File: config.mk
export PLATFORM = sky130hd
export DESIGN_NAME = mem_port_arbiter
export DESIGN_NICKNAME = d
export VERILOG_FILES = /design/src/rtl/mem_port_arbiter.sv
export SDC_FILE = /design/constraint.sdc
export NUM_CORES = 1
export LEC_CHECK = 0
export ABC_AREA = 1
export CORE_UTILIZATION = 40
export CTS_CLUSTER_SIZE = 20
export DETAILED_ROUTE_END_ITERATION = 12
export GPL_ROUTABILITY_DRIVEN = 1
export PLACE_DENSITY = 0.86
export SLEW_MARGIN = 5
export SYNTH_ARGS = -nofsm -noshare
export SYNTH_HDL_FRONTEND = slang
export SYNTH_SLANG_ARGS = --single-unit
File: constraint.sdc
create_clock -name clk -period 1.7 [get_ports clk]
set_input_delay 0.34 -clock clk [delete_from_list [all_inputs] [get_ports clk]]
set_output_delay 0.34 -clock clk [all_outputs]
set_load 0.02 [all_outputs]
File: src/rtl/mem_port_arbiter.sv
// Round-robin arbiter sharing one memory port between instruction fetch (port 0)
// and data access (port 1); one outstanding transaction, bounded wait with abort.
module mem_port_arbiter #(
  parameter int ADDR_W  = 32,
  parameter int DATA_W  = 32,
  parameter int TIMEOUT = 255
) (
  input  logic              clk,
  input  logic              rst_n,
  input  logic              req0,
  input  logic              req1,
  input  logic [ADDR_W-1:0] addr0,
  input  logic [ADDR_W-1:0] addr1,
  input  logic [DATA_W-1:0] wdata0,
  input  logic [DATA_W-1:0] wdata1,
  input  logic              we0,
  input  logic              we1,
  output logic              gnt0,
  output logic              gnt1,
  output logic              ack0,
  output logic              ack1,
  output logic              err0,
  output logic              err1,
  output logic [DATA_W-1:0] rdata0,
  output logic [DATA_W-1:0] rdata1,
  output logic              mem_sel,
  output logic              mem_req,
  output logic [ADDR_W-1:0] mem_addr,
  output logic [DATA_W-1:0] mem_wdata,
  output logic              mem_we,
  input  logic              mem_ready,
  input  logic [DATA_W-1:0] mem_rdata,
  output logic              busy
);

  // state | meaning
  // IDLE  | no transaction; arbitrate on any request
  // BUSY  | owner holds the memory port, waiting for mem_ready or timeout
  // DONE  | one-cycle ack/err/rdata presentation, no arbitration

  localparam int CW = $clog2(TIMEOUT + 1);
  localparam logic [CW-1:0] CNT_LAST = CW'(TIMEOUT - 1);

  typedef enum logic [1:0] {IDLE, BUSY, DONE} state_t;

  state_t        state;
  logic          last;
  logic [CW-1:0] cnt;
  logic          win;

  // On a tie the port that did not finish last wins.
  assign win = (req0 && req1) ? ~last : req1;

  always_ff @(posedge clk or negedge rst_n) begin
    if (!rst_n) begin
      state     <= IDLE;
      last      <= 1'b1;
      cnt       <= '0;
      gnt0      <= 1'b0;
      gnt1      <= 1'b0;
      ack0      <= 1'b0;
      ack1      <= 1'b0;
      err0      <= 1'b0;
      err1      <= 1'b0;
      rdata0    <= '0;
      rdata1    <= '0;
      mem_sel   <= 1'b0;
      mem_req   <= 1'b0;
      mem_addr  <= '0;
      mem_wdata <= '0;
      mem_we    <= 1'b0;
      busy      <= 1'b0;
    end else begin
      ack0   <= 1'b0;
      ack1   <= 1'b0;
      err0   <= 1'b0;
      err1   <= 1'b0;
      rdata0 <= '0;
      rdata1 <= '0;
      case (state)
        IDLE: begin
          if (req0 || req1) begin
            mem_sel   <= win;
            gnt0      <= ~win;
            gnt1      <= win;
            mem_addr  <= win ? addr1 : addr0;
            mem_wdata <= win ? wdata1 : wdata0;
            mem_we    <= win ? we1 : we0;
            mem_req   <= 1'b1;
            busy      <= 1'b1;
            cnt       <= '0;
            state     <= BUSY;
          end
        end
        BUSY: begin
          if (mem_ready) begin
            if (mem_sel) begin
              ack1   <= 1'b1;
              rdata1 <= mem_we ? '0 : mem_rdata;
            end else begin
              ack0   <= 1'b1;
              rdata0 <= mem_we ? '0 : mem_rdata;
            end
            last    <= mem_sel;
            mem_req <= 1'b0;
            gnt0    <= 1'b0;
            gnt1    <= 1'b0;
            state   <= DONE;
          end else if (cnt == CNT_LAST) begin
            if (mem_sel) begin
              ack1 <= 1'b1;
              err1 <= 1'b1;
            end else begin
              ack0 <= 1'b1;
              err0 <= 1'b1;
            end
            last    <= mem_sel;
            mem_req <= 1'b0;
            gnt0    <= 1'b0;
            gnt1    <= 1'b0;
            state   <= DONE;
          end else begin
            cnt <= cnt + 1'b1;
          end
        end
        DONE: begin
          busy  <= 1'b0;
          state <= IDLE;
        end
        default: state <= IDLE;
      endcase
    end
  end

endmodule

== Word level (Yosys, flattened, before mapping) ==
Cells that the tools add are included.
Cells by class
  add/sub/neg operators: 1
  equality and inequality tests: 7
  muxes and demuxes: 42
  bitwise operators: 2
  reduce and logical (&&, ||, !) cells: 12
Operator list (number)
  $mux 32: 9
  $mux 8: 3
  $mux 1: 21
  $pmux 8 s2: 1
  $add 8x1->8 const B: 1
  $eq 8x8->1 const B: 1
  $pmux 1 s2: 4
  $reduce_and 2->1: 4
  $mux 2: 3
  $ne 2x2->1 const B: 3
  $reduce_bool 2->1: 3
  $pmux 2 s2: 1
  $reduce_and 4->1: 1
  $ne 3x3->1 const B: 1
  $reduce_and 3->1: 1
  $eq 2x1->1 const B: 1
  $eq 2x2->1 const B: 1
  $logic_not 2->1: 1
  $not 1->1: 2
  $logic_and 1x1->1: 1
  $logic_or 1x1->1: 1
Storage, ports and cells
  register bits: 149
  bits of input ports: 167
  output and inout port bits: 138
  word-level logic and storage cells: 81

== Longest topological paths before layout ==
Gate-level depths: netlist of the first run.
  word-level depth: 5
  gate-level depth with buffers: 9
  gate-level depth less buffers: 9

== Least setup slack after synthesis of the first run ==
No wires, ideal clock.
  path kind: register to register
  start: reg cnt[0]
  end: reg cnt[7]
  setup time: 117 ps
  arrival time: 1193 ps
  required time: 1583 ps
  slack: 390 ps
  stages on the path, launching flop included: 10
  path buffers: 0
  period minus slack after synthesis: 1310 ps
  path through: dfrtp_1 -> inv_1 -> ha_1 -> nand2_1 -> nor2_1 -> nand2_1 -> nand2_1 -> nand2_1 -> nand3_1 -> nand2_1
On the way
  cells in the longest elaborated chain, start to end: 4
  elaborated cells between the ends (all ways): 7
  those cells by class: add/sub (1); eq/ne (2); mux (3); reduce/logical (1)
RTL lines
  from (decl): RTL line 48  | logic [CW-1:0] cnt;
  from (signal assigned): RTL line 123  | cnt <= cnt + 1'b1;
  $add 8x1->8: RTL line 123
  $mux 8: RTL line 109  | end else if (cnt == CNT_LAST) begin
  $mux 8: RTL line 96  | if (mem_ready) begin
  $pmux 8 s2: RTL line 80  | case (state)
Several ways; a longest one is shown, not always the timed one. The select of a mux whose other input is x is not followed.
A chain may end at the register's enable or synchronous reset.

== Final worst setup path of the first run ==
  start: reg mem_sel
  end: out mem_sel
RTL lines
  from (decl): RTL line 26  | output logic mem_sel,
  from (signal assigned): RTL line 83  | mem_sel <= win;
No word-level cell between the ends.

==> flow_metrics.py, run 1 <==
metrics = {
    "yosys": {
        "synthDistinctLibCells": 24,
        "ys.warnings.count": 0,
        "syn_area_per_cell_um2": 9.44,
        "seq_area_frac_synth_pct": 60.8,
        "synth_top_area_share_pct": 60.4,
        "ys_top_cells_by_area": "dfrtp_1 60%, nand3_1 11%, nand4_1 6.5%",
        "synth-seq-cells": 149,
        "yosysTopAreaCell": "dfrtp_1",
        "synth.cell_area_um2": 6140,
        "synth_fp_nets": 819,
        "synthCells": 650,
    },
    "placed_design": {
        "routabilityCongestion": 0.850,
        "post-place-ws_ns": -0.0684,
        "dpl.hpwl_um": 14400,
        "port_buffers": 304,
        "place_area_um2": 9710,
    },
    "critical_path": {
        "worstSetupEndpointType": "output pin",
        "ff2ff_path_depth": 9,
        "worst-path-stages": 1,
        "path_cells": "dlygate4sd2_1",
        "crit_arrival_ns": 1.24,
        "timing.critical_path.buf_inv": 1,
        "critPathMaxStageDelay_ns": 0.42,
        "critPathSlowestCell": "dfrtp_1",
        "required_ns": 1.36,
        "crit_type": "register to output pin",
        "cp-start-kind": "register",
        "crit_fanout": 5,
        "critical_path.top_delay_family": "flip-flops",
    },
    "cts": {
        "cts_tree": "built",
        "numCtsBuffers": 17,
        "cts_setup_buffers": 0,
        "htreeDepth": 4,
        "path_clk_slew_ns": 0.07,
        "cts_root_buffer": "clkbuf_16",
        "insertion_delay_ns": 0.42,
        "clkSinkCount": 149,
        "cts_buffer_depth": 2,
    },
    "timing": {
        "relSlewSlack_pct": 52.2,
        "worst_slack_ns": 0.122,
        "finalCritPeriodShare_pct": 92.8,
        "fin_skew_ns": 0.00964,
        "hold_viol": 0,
        "clock.fmax_mhz": 634,
        "finalSetupViolations": 0,
        "tightest_slew_ns": 0.717,
        "slew_violations": 0,
        "period_minus_slack_ns": 1.58,
        "rsz0062_at_grt": "false",
    },
    "pwr": {
        "swShare_pct": 39.8,
        "p_int_w": 0.00942,
        "p_leak_nw": 5.25,
        "p_comb_share_pct": 43.5,
        "p_per_area_nw_per_um2": 1530,
        "p_seq_share_pct": 32.4,
        "p_clk_share_pct": 24.1,
        "switching_power_w": 0.00622,
        "p_total_w": 0.0156,
        "ir_drop_mv": 0.871,
    },
    "outcome": {
        "status": "completed",
    },
    "final_layout": {
        "postLayoutCoreUtil_pct": 69.1,
        "fin_nets": 1129,
        "n_fill_cell": 1152,
        "final_cell_mix": "164 x clkdlybuf4s50_1, 148 x dfrtp_1, 136 x nand3_1",
        "n_antenna_cell": 0,
        "regArea_um2": 3730,
        "syn2layout_area_growth_pct": 66.2,
        "final_common_cell": "clkdlybuf4s50_1",
        "multi_input_area_um2": 2010,
        "final_cell_area_um2": 10200,
        "drive_above_1_share_pct": 8.84,
    },
    "floorplanning": {
        "start_util_pct": 41.6,
        "core-area_um2": 14800,
        "die_w_um": 126,
        "io_pins": 305,
        "num_rows": 44,
        "die_h_um": 126,
        "die_area_um2": 15800,
    },
    "hold_path": {
        "hold_path.class": "input pin to register",
        "hold_depth": 3,
    },
    "global_route": {
        "grt-ovfl-total": 0,
        "grt_max_degree": 65,
        "antenna_found_initial": 0,
        "grt_pass1_wl_um": 32300,
        "grtUsageTotal_pct": 26.4,
        "grt_pass1_vias": 6185,
    },
    "drt": {
        "avgViaCountPerCell": 5.27,
        "drtIter0Drc": 367,
        "first_pass_iters": 5,
        "wl_per_cell_um": 17.6,
        "drcViolationCount": 0,
        "ant_nets": 0,
        "num_vias": 6100,
        "routed_wl_um": 20300,
    },
    "flow_run": {
        "timing.max_cap.violations": 0,
    },
}
==> kinds of logic after synthesis <==
group	count (synthesis)	share of synthesized area [%]
fa+ha+maj	2	0.408
flops	149	60.8
simple gates	384	30.5
compound gates	14	1.31
buf+inv	99	6.75
xor+xnor	2	0.286
==> stage by stage <==
stage | setup TNS [ns] | hold slack (ns) | std cells
2_1_floorplan | 0 | 0.0444 | 650
3_3_place_gp | 0 | 0.286 | 1124
3_5_place_dp | -0.961 | 0.291 | 1124
4_1_cts | 0 | 0.312 | 1157
5_1_grt | 0 | 0.337 | 1157
6_report | 0 | 0.318 | 1157
==> layout make-up <==
class	count	share of cell area [%]
Clock buffer	18	4.31
Clock inverter	14	1.50
Inverter	45	1.66
Multi-Input combinational cell	402	19.7
Sequential cell	149	36.6
Tap cell	184	2.26
Timing Repair Buffer	345	34.0
==> power by group through the flow <==
| stage | clock network, W | registers [W] | logic [W] |
|---|---|---|---|
| finish | 0.00377 | 0.00507 | 0.00680 |
| global route | 0.00400 | 0.00520 | 0.00734 |
| CTS | 0.00382 | 0.00508 | 0.00683 |
| detailed placement | 0 | 0.00516 | 0.00745 |
| global placement | 0 | 0.00513 | 0.00732 |
| floorplan | 0 | 0.00630 | 0.00244 |
==> metal layers <==
layer,track usage (%),part of all wire [%]
met5,0,0
met4,10.4,2.8
met3,6.50,6.3
met2,45.8,52
met1,31.7,39
==> sequential cells by signal, indices dropped and copies added, names as in the netlist <==
name and cells:
cnt 8, ack1 1, mem_we 1, gnt0 1, state 2, rdata1 32, mem_sel 1, rdata0 32
gnt1 1, err1 1, mem_addr 32, mem_req 1, ack0 1, busy 1, last 1, mem_wdata 32
err0 1
==> final timing paths <==
check / from / end / slack (ns)
max: mem_sel / mem_sel / 0.12
min: req1 / gnt1 / 0.32
max reg2reg: cnt[0] / cnt[7] / 0.25
min reg2reg: gnt1 / gnt1 / 0.47
max in group asynchronous: rst_n / last / 0.65
min in group asynchronous: rst_n / rdata1[10] / 0.41
==> cells in the mapped netlist <==
cell,instances
buf_1,12
o211ai_1,1
nand3b_1,2
o22ai_1,1
nor2_1,14
dfrtp_1,148
o21ai_2,1
nor3_1,66
xor2_1,2
inv_1,40
o21bai_1,1
nand4_1,64
buf_2,22
o21ai_0,1
a21oi_1,1
dfstp_2,1
nand3_1,136
clkbuf_1,16
nand2_1,101
o21ai_1,8
nor2_4,1
buf_4,4
inv_2,5
ha_1,2
==> repair_timing <==
action	4_1_cts	5_1_grt
hold endpoints to repair	36	0
resized for setup	124	16
setup endpoints to repair	124	17
pin swaps	0	0
hold buffers	1	0
Note: power is estimated with default switching activity, not from simulation.
==> inputs of run 2 (changes only) <==
--- a/config.mk
+++ b/config.mk
@@ -6,12 +6,13 @@
 export NUM_CORES = 1
 export LEC_CHECK = 0
 export ABC_AREA = 1
+export CORE_MARGIN = 2
 export CORE_UTILIZATION = 40
 export CTS_CLUSTER_SIZE = 20
 export DETAILED_ROUTE_END_ITERATION = 12
 export GPL_ROUTABILITY_DRIVEN = 1
 export PLACE_DENSITY = 0.86
-export SLEW_MARGIN = 5
+export SLEW_MARGIN = 20
 export SYNTH_ARGS = -nofsm -noshare
 export SYNTH_HDL_FRONTEND = slang
 export SYNTH_SLANG_ARGS = --single-unit
==> flow_metrics.py, run 2 (synthesized netlist as in run 1, its figures left out) <==
metrics = {
    "outcome": {
        "status": "finished with violations",
        "violations": "negative setup slack",
    },
    "final_layout": {
        "postLayoutCoreUtil_pct": 66.8,
        "regArea_um2": 3730,
        "final_cell_area_um2": 10100,
        "n_fill_cell": 1157,
        "syn2layout_area_growth_pct": 64.4,
        "final_common_cell": "clkdlybuf4s50_1",
        "n_antenna_cell": 0,
        "final_cell_mix": "165 x clkdlybuf4s50_1, 148 x dfrtp_1, 136 x nand3_1",
        "multi_input_area_um2": 2000,
        "fin_nets": 1122,
        "drive_above_1_share_pct": 7.76,
    },
    "critical_path": {
        "crit_fanout": 1,
        "path_cells": "clkdlybuf4s50_1",
        "critPathSlowestCell": "clkdlybuf4s50_1",
        "worstSetupEndpointType": "output pin",
        "crit_arrival_ns": 1.36,
        "crit_type": "register to output pin",
        "timing.critical_path.buf_inv": 1,
        "critical_path.top_delay_family": "buffers and inverters",
        "critPathMaxStageDelay_ns": 0.62,
        "cp-start-kind": "register",
        "required_ns": 1.36,
    },
    "hold_path": {
        "hold_path.class": "input pin to register",
    },
    "timing": {
        "setup_tns_ns": -0.00274,
        "slew_violations": 0,
        "fin_skew_ns": 0.00976,
        "finalCritPeriodShare_pct": 100,
        "clock.fmax_mhz": 587,
        "tightest_slew_ns": 0.680,
        "worst_slack_ns": -0.00274,
        "period_minus_slack_ns": 1.70,
        "relSlewSlack_pct": 54.7,
        "hold_viol": 0,
        "finalSetupViolations": 1,
    },
    "cts": {
        "cts_root_buffer": "clkbuf_16",
        "cts_tree": "built",
        "path_clk_slew_ns": 0.06,
        "insertion_delay_ns": 0.42,
        "cts_buffer_depth": 2,
        "clkSinkCount": 149,
        "cts_setup_buffers": 0,
        "numCtsBuffers": 17,
        "htreeDepth": 4,
    },
    "placed_design": {
        "routabilityCongestion": 0.868,
        "port_buffers": 304,
        "post-place-ws_ns": -0.126,
        "dpl.hpwl_um": 14800,
        "place_area_um2": 9560,
    },
    "drt": {
        "ant_nets": 0,
        "num_vias": 6093,
        "drtIter0Drc": 491,
        "avgViaCountPerCell": 5.28,
        "routed_wl_um": 20700,
        "drcViolationCount": 0,
        "first_pass_iters": 4,
        "wl_per_cell_um": 17.9,
    },
    "floorplanning": {
        "die_h_um": 128,
        "core-area_um2": 15100,
        "num_rows": 45,
        "start_util_pct": 40.7,
        "io_pins": 305,
        "die_area_um2": 16300,
        "die_w_um": 128,
    },
    "global_route": {
        "grt_pass1_vias": 5909,
        "grt_max_degree": 65,
        "grtUsageTotal_pct": 25.1,
        "grt_pass1_wl_um": 31900,
        "grt-ovfl-total": 0,
        "antenna_found_initial": 0,
    },
    "pwr": {
        "ir_drop_mv": 0.858,
        "p_per_area_nw_per_um2": 1530,
        "p_total_w": 0.0154,
        "p_leak_nw": 5.31,
    },
    "flow_run": {
        "timing.max_cap.violations": 0,
    },
}
[run 2: final timing paths]
kind                           start  depth (start not counted)            end  slack, ns
setup reg to reg              cnt[0]                          9         cnt[7]       0.14
max in group asynchronous      rst_n                          3  mem_wdata[15]       0.68
min in group asynchronous      rst_n                          2      rdata1[6]       0.44
hold reg to reg                 gnt0                          2           gnt0       0.48
setup / recovery           rdata0[1]                          1      rdata0[1]     -0.003
hold / removal                  req1                          4   mem_addr[18]       0.42
[run 2: where the power goes]
group	switching [W]	internal, W
sequential	0.000543	0.00457
combinational	0.00400	0.00246
clock	0.00148	0.00236
total	0.00602	0.00939
[run 2: worst reg2reg max path, delay by kind of cell, from the launching register on]
kind,cells,cell delay [ns]
flip-flops,1,0.42
buffers and inverters,1,0.10
AND/OR/NAND/NOR,7,0.76
adder cells (fa/ha/maj),1,0.16
[run 2: through the flow]
stage	std cells	hold slack [ns]
finish	1154	0.425
global route	1154	0.429
CTS	1154	0.399
detailed placement	1121	0.276
global placement	1121	0.271
floorplan	650	0.0444
[run 2: repair_timing]
item                                    4_1_cts  5_1_grt
hold buffers                                  1        0
endpoints found under the hold margin        34        0
endpoints found under the setup margin      113       24
gates cloned                                  0        0
gates resized for setup                     113       24
[run 2: layer usage]
metal / GRT usage, % / up-vias / part of all wire (%) / wire [um]
met4: 10.6 / 0 / 3.5 / 723
met3: 5.43 / 53 / 6.8 / 1400
met2: 41.5 / 272 / 50 / 10400
met5: 0 / - / 0 / 0
met1: 32.1 / 2925 / 40 / 8190
li1: - / 2843 / - / -
[run 2: cell type report]
| class | instances | share of cell area (%) |
|---|---|---|
| Inverter | 45 | 1.67 |
| Clock buffer | 21 | 4.47 |
| Timing Repair Buffer | 338 | 33.2 |
| Clock inverter | 11 | 1.49 |
| Sequential cell | 149 | 37.0 |
| Multi-Input combinational cell | 402 | 19.8 |
| Tap cell | 188 | 2.33 |
